### config.mk
export PLATFORM = sky130hd
export DESIGN_NAME = iigs_io_sequencer
export DESIGN_NICKNAME = d
export VERILOG_FILES = /design/src/rtl/iigs_io_sequencer.sv
export SDC_FILE = /design/constraint.sdc
export NUM_CORES = 1
export LEC_CHECK = 0
export CAP_MARGIN = 20
export CORE_MARGIN = 10
export CORE_UTILIZATION = 45
export CTS_CLUSTER_DIAMETER = 50
export CTS_CLUSTER_SIZE = 40
export DETAILED_ROUTE_END_ITERATION = 8
export PLACE_DENSITY = 0.81
export SETUP_SLACK_MARGIN = 0.5
export SYNTH_ARGS = -nofsm -noshare
export SYNTH_HDL_FRONTEND = slang
export SYNTH_SLANG_ARGS = --single-unit
### constraint.sdc
create_clock -name i_clk_sys -period 2.4 [get_ports i_clk_sys]
set_input_delay 0.24 -clock i_clk_sys [delete_from_list [all_inputs] [get_ports i_clk_sys]]
set_output_delay 0.24 -clock i_clk_sys [all_outputs]
set_load 0.05 [all_outputs]
### src/rtl/iigs_io_sequencer.sv
// rtl/iigs_io_sequencer.sv - sequences CPU $C0xx I/O accesses onto the adb, prtc and iwm strobed peripherals
//
// Purpose:
//   Decodes the low address byte of a $C0xx access to one of three peripherals.
//   It then issues a one-cen-period strobe carrying rw/addr/data and waits for the
//   target's ack. On a read it latches the returned byte. While the access is in
//   progress it holds the CPU with busy. Targets flagged in SLOW_MASK have their
//   strobe aligned to the 1 MHz slow_en tick.
//
// Optional feature:
//   IOSEQ_TIMEOUT_EN - when defined, an access that receives no ack within
//   TIMEOUT_CYCLES cen ticks in WAIT completes with err=1 and rd_data=8'hFF.
//
// Ports:
//   i_clk_sys     system clock
//   i_reset_n     async active-low reset
//   i_cen         fast clock enable; every state update qualifies on it
//   i_slow_en     one-clk_sys pulse at the 1 MHz rate
//   i_req         access request, sampled on a cen tick
//   i_req_wr      1 = write, 0 = read
//   i_req_addr    $C0xx low byte
//   i_req_din     write data
//   o_busy        access in progress (CPU must hold)
//   o_done        completion, one cen period
//   o_err         unmapped access or timeout, high with done
//   o_rd_data     read data, held until the next completion
//   o_tgt_strobe  one-hot strobe {iwm,prtc,adb}
//   o_tgt_rw      1 = read, 0 = write
//   o_tgt_addr    address to target
//   o_tgt_din     write data to target
//   i_tgt_dout    read data {iwm,prtc,adb}
//   i_tgt_ack     per-target ack level {iwm,prtc,adb}

module iigs_io_sequencer #(
  parameter logic [2:0]  SLOW_MASK      = 3'b100,
  parameter logic [7:0]  UNMAPPED_VAL   = 8'h00,
  parameter logic [15:0] TIMEOUT_CYCLES = 16'd64
) (
  input  logic        i_clk_sys,
  input  logic        i_reset_n,
  input  logic        i_cen,
  input  logic        i_slow_en,
  input  logic        i_req,
  input  logic        i_req_wr,
  input  logic [7:0]  i_req_addr,
  input  logic [7:0]  i_req_din,
  output logic        o_busy,
  output logic        o_done,
  output logic        o_err,
  output logic [7:0]  o_rd_data,
  output logic [2:0]  o_tgt_strobe,
  output logic        o_tgt_rw,
  output logic [7:0]  o_tgt_addr,
  output logic [7:0]  o_tgt_din,
  input  logic [23:0] i_tgt_dout,
  input  logic [2:0]  i_tgt_ack
);

  typedef enum logic [1:0] {
    S_IDLE   = 2'd0,
    S_SYNC   = 2'd1,
    S_STROBE = 2'd2,
    S_WAIT   = 2'd3
  } state_t;

  state_t     r_state;
  state_t     w_state_nxt;

  logic       r_busy;
  logic       r_done;
  logic       r_err;
  logic       r_tgt_rw;
  logic       r_slow_flag;
  logic [7:0] r_rd_data;
  logic [7:0] r_tgt_addr;
  logic [7:0] r_tgt_din;
  logic [2:0] r_tgt_strobe;
  logic [2:0] r_tgt_sel;

  logic       w_busy_nxt;
  logic       w_done_nxt;
  logic       w_err_nxt;
  logic       w_tgt_rw_nxt;
  logic [7:0] w_rd_data_nxt;
  logic [7:0] w_tgt_addr_nxt;
  logic [7:0] w_tgt_din_nxt;
  logic [2:0] w_tgt_strobe_nxt;
  logic [2:0] w_tgt_sel_nxt;
  logic       w_flag_clr;

  logic [2:0] w_dec_sel;
  logic [7:0] w_dec_addr;
  logic       w_dec_slow;
  logic       w_sel_ack;
  logic [7:0] w_sel_dout;

`ifdef IOSEQ_TIMEOUT_EN
  logic [15:0] r_to_cnt;
  logic [15:0] w_to_cnt_nxt;
`endif

  // Address decode, one-hot {iwm,prtc,adb}; all-zero means unmapped.
  always_comb begin
    w_dec_sel = 3'b000;
    case (i_req_addr)
      8'h00, 8'h10, 8'h24, 8'h25, 8'h26, 8'h27, 8'h44, 8'h45,
      8'h61, 8'h62, 8'h63, 8'h64, 8'h65, 8'h66, 8'h67, 8'h70:
        w_dec_sel = 3'b001;
      8'h33, 8'h34:
        w_dec_sel = 3'b010;
      default:
        if (i_req_addr[7:4] == 4'hE) begin
          w_dec_sel = 3'b100;
        end
    endcase
  end

  // The clock chip sees a one-bit register select: $C033 (data) -> 0, $C034 (control) -> 1.
  assign w_dec_addr = w_dec_sel[1] ? {7'b0, ~i_req_addr[0]} : i_req_addr;
  assign w_dec_slow = |(w_dec_sel & SLOW_MASK);

  // Only the latched target's ack and data are looked at.
  assign w_sel_ack  = |(i_tgt_ack & r_tgt_sel);
  assign w_sel_dout = ({8{r_tgt_sel[0]}} & i_tgt_dout[7:0])
                    | ({8{r_tgt_sel[1]}} & i_tgt_dout[15:8])
                    | ({8{r_tgt_sel[2]}} & i_tgt_dout[23:16]);

  always_comb begin
    w_state_nxt      = r_state;
    w_busy_nxt       = r_busy;
    w_done_nxt       = 1'b0;
    w_err_nxt        = 1'b0;
    w_rd_data_nxt    = r_rd_data;
    w_tgt_strobe_nxt = r_tgt_strobe;
    w_tgt_sel_nxt    = r_tgt_sel;
    w_tgt_rw_nxt     = r_tgt_rw;
    w_tgt_addr_nxt   = r_tgt_addr;
    w_tgt_din_nxt    = r_tgt_din;
    w_flag_clr       = 1'b0;
`ifdef IOSEQ_TIMEOUT_EN
    w_to_cnt_nxt     = r_to_cnt;
`endif

    case (r_state)
      S_IDLE: begin
        if (i_req) begin
          if (w_dec_sel != 3'b000) begin
            w_tgt_sel_nxt  = w_dec_sel;
            w_tgt_rw_nxt   = ~i_req_wr;
            w_tgt_addr_nxt = w_dec_addr;
            w_tgt_din_nxt  = i_req_din;
            w_busy_nxt     = 1'b1;
            if (w_dec_slow) begin
              w_state_nxt = S_SYNC;
            end else begin
              w_tgt_strobe_nxt = w_dec_sel;
              w_state_nxt      = S_STROBE;
            end
          end else begin
            w_done_nxt    = 1'b1;
            w_err_nxt     = 1'b1;
            w_rd_data_nxt = UNMAPPED_VAL;
          end
        end
      end

      S_SYNC: begin
        if (r_slow_flag) begin
          w_flag_clr       = 1'b1;
          w_tgt_strobe_nxt = r_tgt_sel;
          w_state_nxt      = S_STROBE;
        end
      end

      S_STROBE: begin
        w_tgt_strobe_nxt = 3'b000;
        w_state_nxt      = S_WAIT;
`ifdef IOSEQ_TIMEOUT_EN
        w_to_cnt_nxt     = 16'd0;
`endif
      end

      S_WAIT: begin
        if (w_sel_ack) begin
          if (r_tgt_rw) begin
            w_rd_data_nxt = w_sel_dout;
          end
          w_done_nxt  = 1'b1;
          w_busy_nxt  = 1'b0;
          w_state_nxt = S_IDLE;
        end
`ifdef IOSEQ_TIMEOUT_EN
        // Ack on the terminal tick takes priority over the timeout.
        else if (r_to_cnt == TIMEOUT_CYCLES - 16'd1) begin
          w_rd_data_nxt = 8'hFF;
          w_done_nxt    = 1'b1;
          w_err_nxt     = 1'b1;
          w_busy_nxt    = 1'b0;
          w_state_nxt   = S_IDLE;
        end else begin
          w_to_cnt_nxt = r_to_cnt + 16'd1;
        end
`endif
      end

      default: begin
        w_state_nxt = S_IDLE;
      end
    endcase
  end

  always_ff @(posedge i_clk_sys or negedge i_reset_n) begin
    if (!i_reset_n) begin
      r_state <= S_IDLE;
    end else if (i_cen) begin
      r_state <= w_state_nxt;
    end
  end

  always_ff @(posedge i_clk_sys or negedge i_reset_n) begin
    if (!i_reset_n) begin
      r_busy       <= 1'b0;
      r_done       <= 1'b0;
      r_err        <= 1'b0;
      r_rd_data    <= 8'h00;
      r_tgt_strobe <= 3'b000;
      r_tgt_sel    <= 3'b000;
      r_tgt_rw     <= 1'b1;
      r_tgt_addr   <= 8'h00;
      r_tgt_din    <= 8'h00;
    end else if (i_cen) begin
      r_busy       <= w_busy_nxt;
      r_done       <= w_done_nxt;
      r_err        <= w_err_nxt;
      r_rd_data    <= w_rd_data_nxt;
      r_tgt_strobe <= w_tgt_strobe_nxt;
      r_tgt_sel    <= w_tgt_sel_nxt;
      r_tgt_rw     <= w_tgt_rw_nxt;
      r_tgt_addr   <= w_tgt_addr_nxt;
      r_tgt_din    <= w_tgt_din_nxt;
    end
  end

`ifdef IOSEQ_TIMEOUT_EN
  always_ff @(posedge i_clk_sys or negedge i_reset_n) begin
    if (!i_reset_n) begin
      r_to_cnt <= 16'd0;
    end else if (i_cen) begin
      r_to_cnt <= w_to_cnt_nxt;
    end
  end
`endif

  // slow_en pulses are only one clk_sys wide and may fall between cen ticks, so
  // they are remembered on every clock. Capture is limited to SYNC so that a
  // pulse seen before the access was accepted cannot release the strobe early.
  always_ff @(posedge i_clk_sys or negedge i_reset_n) begin
    if (!i_reset_n) begin
      r_slow_flag <= 1'b0;
    end else if (r_state != S_SYNC) begin
      r_slow_flag <= 1'b0;
    end else if (i_cen && w_flag_clr) begin
      r_slow_flag <= 1'b0;
    end else if (i_slow_en) begin
      r_slow_flag <= 1'b1;
    end
  end

  assign o_busy       = r_busy;
  assign o_done       = r_done;
  assign o_err        = r_err;
  assign o_rd_data    = r_rd_data;
  assign o_tgt_strobe = r_tgt_strobe;
  assign o_tgt_rw     = r_tgt_rw;
  assign o_tgt_addr   = r_tgt_addr;
  assign o_tgt_din    = r_tgt_din;

endmodule

---- Word-level counts from Yosys, hierarchy flattened ----
Index checks and enable logic that the tools add are counted.
cells by class
  bitwise gates (word level) .............. 8
  reductions and logical operators ........ 15
  muxes and demuxes ....................... 33
  equality and inequality tests ........... 29
operators by type and width
  operator              count
  $eq A8 B7 Y1 const B  10
  $eq A8 B6 Y1 const B  6
  $mux W8               5
  $and A8 B8 Y8         3
  $or A8 B8 Y8          2
  $pmux W8 S2           1
  $reduce_or A16 Y1     1
  $mux W3               5
  $ne A2 B2 Y1 const B  7
  $mux W1               12
  $reduce_and A6 Y1     2
  $mux W2               5
  $reduce_and A5 Y1     2
  $pmux W3 S3           1
  $reduce_bool A3 Y1    3
  $eq A8 B5 Y1 const B  1
  $logic_not A8 Y1      1
  $pmux W2 S4           1
  $pmux W3 S2           1
  $eq A2 B2 Y1 const B  2
  $eq A4 B4 Y1 const B  1
  $pmux W1 S2           2
  $reduce_and A4 Y1     1
  $and A3 B3 Y3         1
  8 further kinds       9
storage, ports and cells
  flip-flop bits (word level) ............. 37
  output and inout port bits .............. 31
  input bits .............................. 49

---- Longest topological paths before layout ----
  depth in word-level cells ............... 7
  mapped depth ............................ 8
  gate-level depth less buffers ........... 7

---- Worst setup path before layout ----
Ideal clock, no wire load.
  path kind ............................... register to register
  start point ............................. register r_state[0]
  end point ............................... register r_rd_data[5], in the netlist o_rd_data[5]
  cell stages (with the launch flop) ...... 9
  path slack .............................. 0.306 ns
  library setup time ...................... 0.128 ns
  arrival time ............................ 1.966 ns
  period minus slack after synthesis ...... 2.094 ns
  required time ........................... 2.272 ns
  cell sequence ........................... dfrtp_1 > inv_1 > ha_1 > inv_1 > o21ai_0 > nor3_2 > buf_2 > mux2i_1 > nand3_1
between the ends
  cells in the longest elaborated chain, start to end .. 3
ends and longest elaborated chain
  element                                                              line  source
  from (decl)                                                          66    state_t r_state;
  from (signal assigned)                                               216   r_state <= w_state_nxt;
  $eq A2 B2 Y1 / $logic_not A2 Y1 (equally long branches)              144   case (r_state)
  $ne A2 B2 Y1 (no line) / $reduce_bool A2 Y1 (equally long branches)  --
  $reduce_and A6 Y1 (no line)                                          --
  to (signal assigned)                                                 235   r_rd_data <= w_rd_data_nxt;
  to (decl)                                                            74    logic [7:0] r_rd_data;
Several ways; a longest one is shown, not always the timed one.
A chain may end at the register's enable or synchronous reset.

---- Worst setup path in the final report ----
  start point ............................. register r_state[0]
  end point ............................... register r_tgt_strobe[0], in the netlist o_tgt_strobe[0]
between the ends
  cells in the longest elaborated chain, start to end .. 3
ends and longest elaborated chain
  element                                                              line  source
  $eq A2 B1 Y1 (tied with other cells)                                 144
  $ne A2 B2 Y1 (no line) / $reduce_bool A3 Y1 (equally long branches)  --
  $reduce_and A6 Y1 (no line)                                          --
  to (signal assigned)                                                 236   r_tgt_strobe <= w_tgt_strobe_nxt;
  to (decl)                                                            77    logic [2:0] r_tgt_strobe;
Several ways; a longest one is shown, not always the timed one.

==> reports/metrics.yaml <==
path_class: "flop to flop"
area_delta_synth_final_pct: 55.2
fin_skew_ps: 10.9
start_util_pct: 47.2
layout_commonest_cell: "clkdlybuf4s50_1"
crit_path_start_kind: "flop"
fp.dieH_um: 91.1
avgRoutedWirePerCell_um: 19.1
ant_nets: 0
placedInstanceArea_um2: 3220
synth.avg_cell_area_um2: 10.5
reg2reg_depth: 8
cts_buffers: 5
synth_cell_types: 47
grt_max_degree: 38
crit_start: "r_state[0]"
path_clk_slew_ps: 80
grt_usage_pct: 16.2
synthArstFlopShare_pct: 100
first_iter_violations: 184
die_area_um2: 8290
layout-drive-gt1-share_pct: 25.4
cts_tree: "done"
antenna_found_initial: 0
arrival_ps: 2100
fmax_mhz: 516
leakage_nw: 1.55
insertion_delay_ps: 290
grt_pass1_vias: 2128
layout_common_cells: "70 x clkdlybuf4s50_1, 36 x dfrtp_1, 33 x buf_4"
cp.required_ps: 2570
worstPathMaxFanout: 4
critPathCapture: "o_tgt_strobe[0]"
wl_um: 7540
vias_per_cell: 5.68
num_io_pins: 80
fin_crit_ps: 1940
rsz0062_at_grt: "false"
final_nets: 381
syn_area_um2: 2270
ys_warn_count: 0
dp_hpwl_um: 5180
ys_seq_area_share_pct: 40.8
hold_path_class: "input pin to asynchronous set/reset pin"
rr_startpoint: "r_state[0]"
worstMarginPinSlew_ps: 841
worstReg2RegEnd: "o_tgt_strobe[0]"
synth_cells: 216
h-tree-depth: 2
holdWs_ps: 58.0
synth_seq_cells: 37
outcome: "finished clean"
grt_pass1_wl_um: 11300
relSlewSlack_pct: 44.0
cts_root_buf: "clkbuf_8"
final_core_util_pct: 73.2
finalHoldViolCount: 0
min_period_over_period_pct: 80.7
setup_violations: 0
setup-tns-final_ps: 0
fin_ws_ps: 463
finalInstanceArea_um2: 3530
pwr_density_cell_nw_per_um2: 1130
num_antenna_cells: 0
clockBufferDepth: 2
slew_viol_final: 0
drt_first_pass_iters: 7
synthFlopType: "dfrtp_1"
maxCapViolCount: 0
drc: 0
placement.io_buffers: 79
r2r_setup_slack_ps: 460
synth_edf_count: 0
syn_nets: 270
fp-row-count: 25
pre_cts_slack_ps: 75.3
coreArea_um2: 4820
overflow: 0
cp-end-kind: "flop"
die_w_um: 91.1
cts.sinks: 37
gp_congestion: 0.858
ir_worst_vdd_uv: 781
vias: 2239
-- sequential cells by signal, summed over array words and instances, names as in the netlist --
name	count
r_tgt_sel	3
o_busy	1
o_done	1
o_err	1
r_slow_flag	1
o_tgt_addr	8
r_state	2
o_rd_data	8
o_tgt_din	8
o_tgt_strobe	3
o_tgt_rw	1
-- through the flow --
stage / power, W / std cells
final: 0.00400 / 394
after global routing: 0.00418 / 394
after CTS: 0.00379 / 383
after detailed placement: 0.00326 / 369
after global placement: 0.00321 / 369
after floorplan: 0.00247 / 216
-- layout make-up --
cell class	count	area [µm²]
clock buffers	7	86.3
fillers	360	1290
inverters	16	60.1
multi-input cells	149	1260
flip-flops and latches	37	927
well taps	67	83.8
repair buffers	118	1110
-- worst max-delay path: stages, from the launching register on --
cell and delay, ps:
dfrtp_1 410, inv_2 80, ha_4 180, inv_1 80, buf_6 100, a22o_1 170, nand2_2 110, a311oi_4 350
mux2_4 340
-- synth_stat cells, types with 4 or more instances --
master	n	share of area (%)
nand3_1	14	3.1
o21ai_0	7	1.5
nand4_1	8	2.2
nor2_1	4	0.66
a222oi_1	9	4.0
nor2b_1	10	2.8
inv_1	16	2.6
and2_1	9	2.5
mux2_4	4	2.6
clkbuf_1	10	1.7
dfrtp_1	36	40
mux2i_1	14	6.2
ha_1	5	2.8
o211ai_1	10	3.3
nand2_1	10	1.7
mux2_2	12	5.9
-- worst min path at each step --
stage | startpoint | endpoint | slack [ps]
3_3_place_gp | i_reset_n | o_tgt_din[4] | 380
2_1_floorplan | i_reset_n | o_busy | -60
6_report | i_reset_n | o_tgt_din[7] | 60
5_1_grt | i_reset_n | o_tgt_din[1] | 110
4_1_cts | i_reset_n | r_state[0] | 80
3_5_place_dp | i_reset_n | o_tgt_din[7] | 380
-- report_power, final --
group	total, W	internal (W)	switching, W
logic	0.00255	0.00108	0.00148
clock network	0.000439	0.000228	0.000211
registers	0.00101	0.000859	0.000149
total	0.00400	0.00217	0.00184
-- cell families after synthesis --
kind of cell             after synthesis  share of synthesized area, %
buffers and inverters                 30                          6.38
AO/OA/AOI/OAI                         46                          17.4
flip-flops                            37                          40.8
multiplexers                          30                          14.7
adder cells (fa/ha/maj)                5                          2.75
AND/OR/NAND/NOR                       68                          17.9
-- layer usage --
layer,routed length (µm),global-route usage [%],share of wire [%],vias to the layer above
li1,-,-,-,1025
met1,3060,20.6,41,1111
met2,3900,26.6,52,92
met3,453,3.87,6.0,11
met4,127,4.70,1.7,0
met5,0,0,0,-
-- timing repair --
item | 4_1_cts | 5_1_grt
resized for setup | 21 | 8
buffers inserted | 6 | 11
pin swaps | 3 | 5
hold endpoints to repair | 0 | 0
endpoints found under the setup margin | 31 | 28
gates cloned | 1 | 0
hold buffers | 0 | 0
No activity file was read; power rests on OpenSTA's default activity.
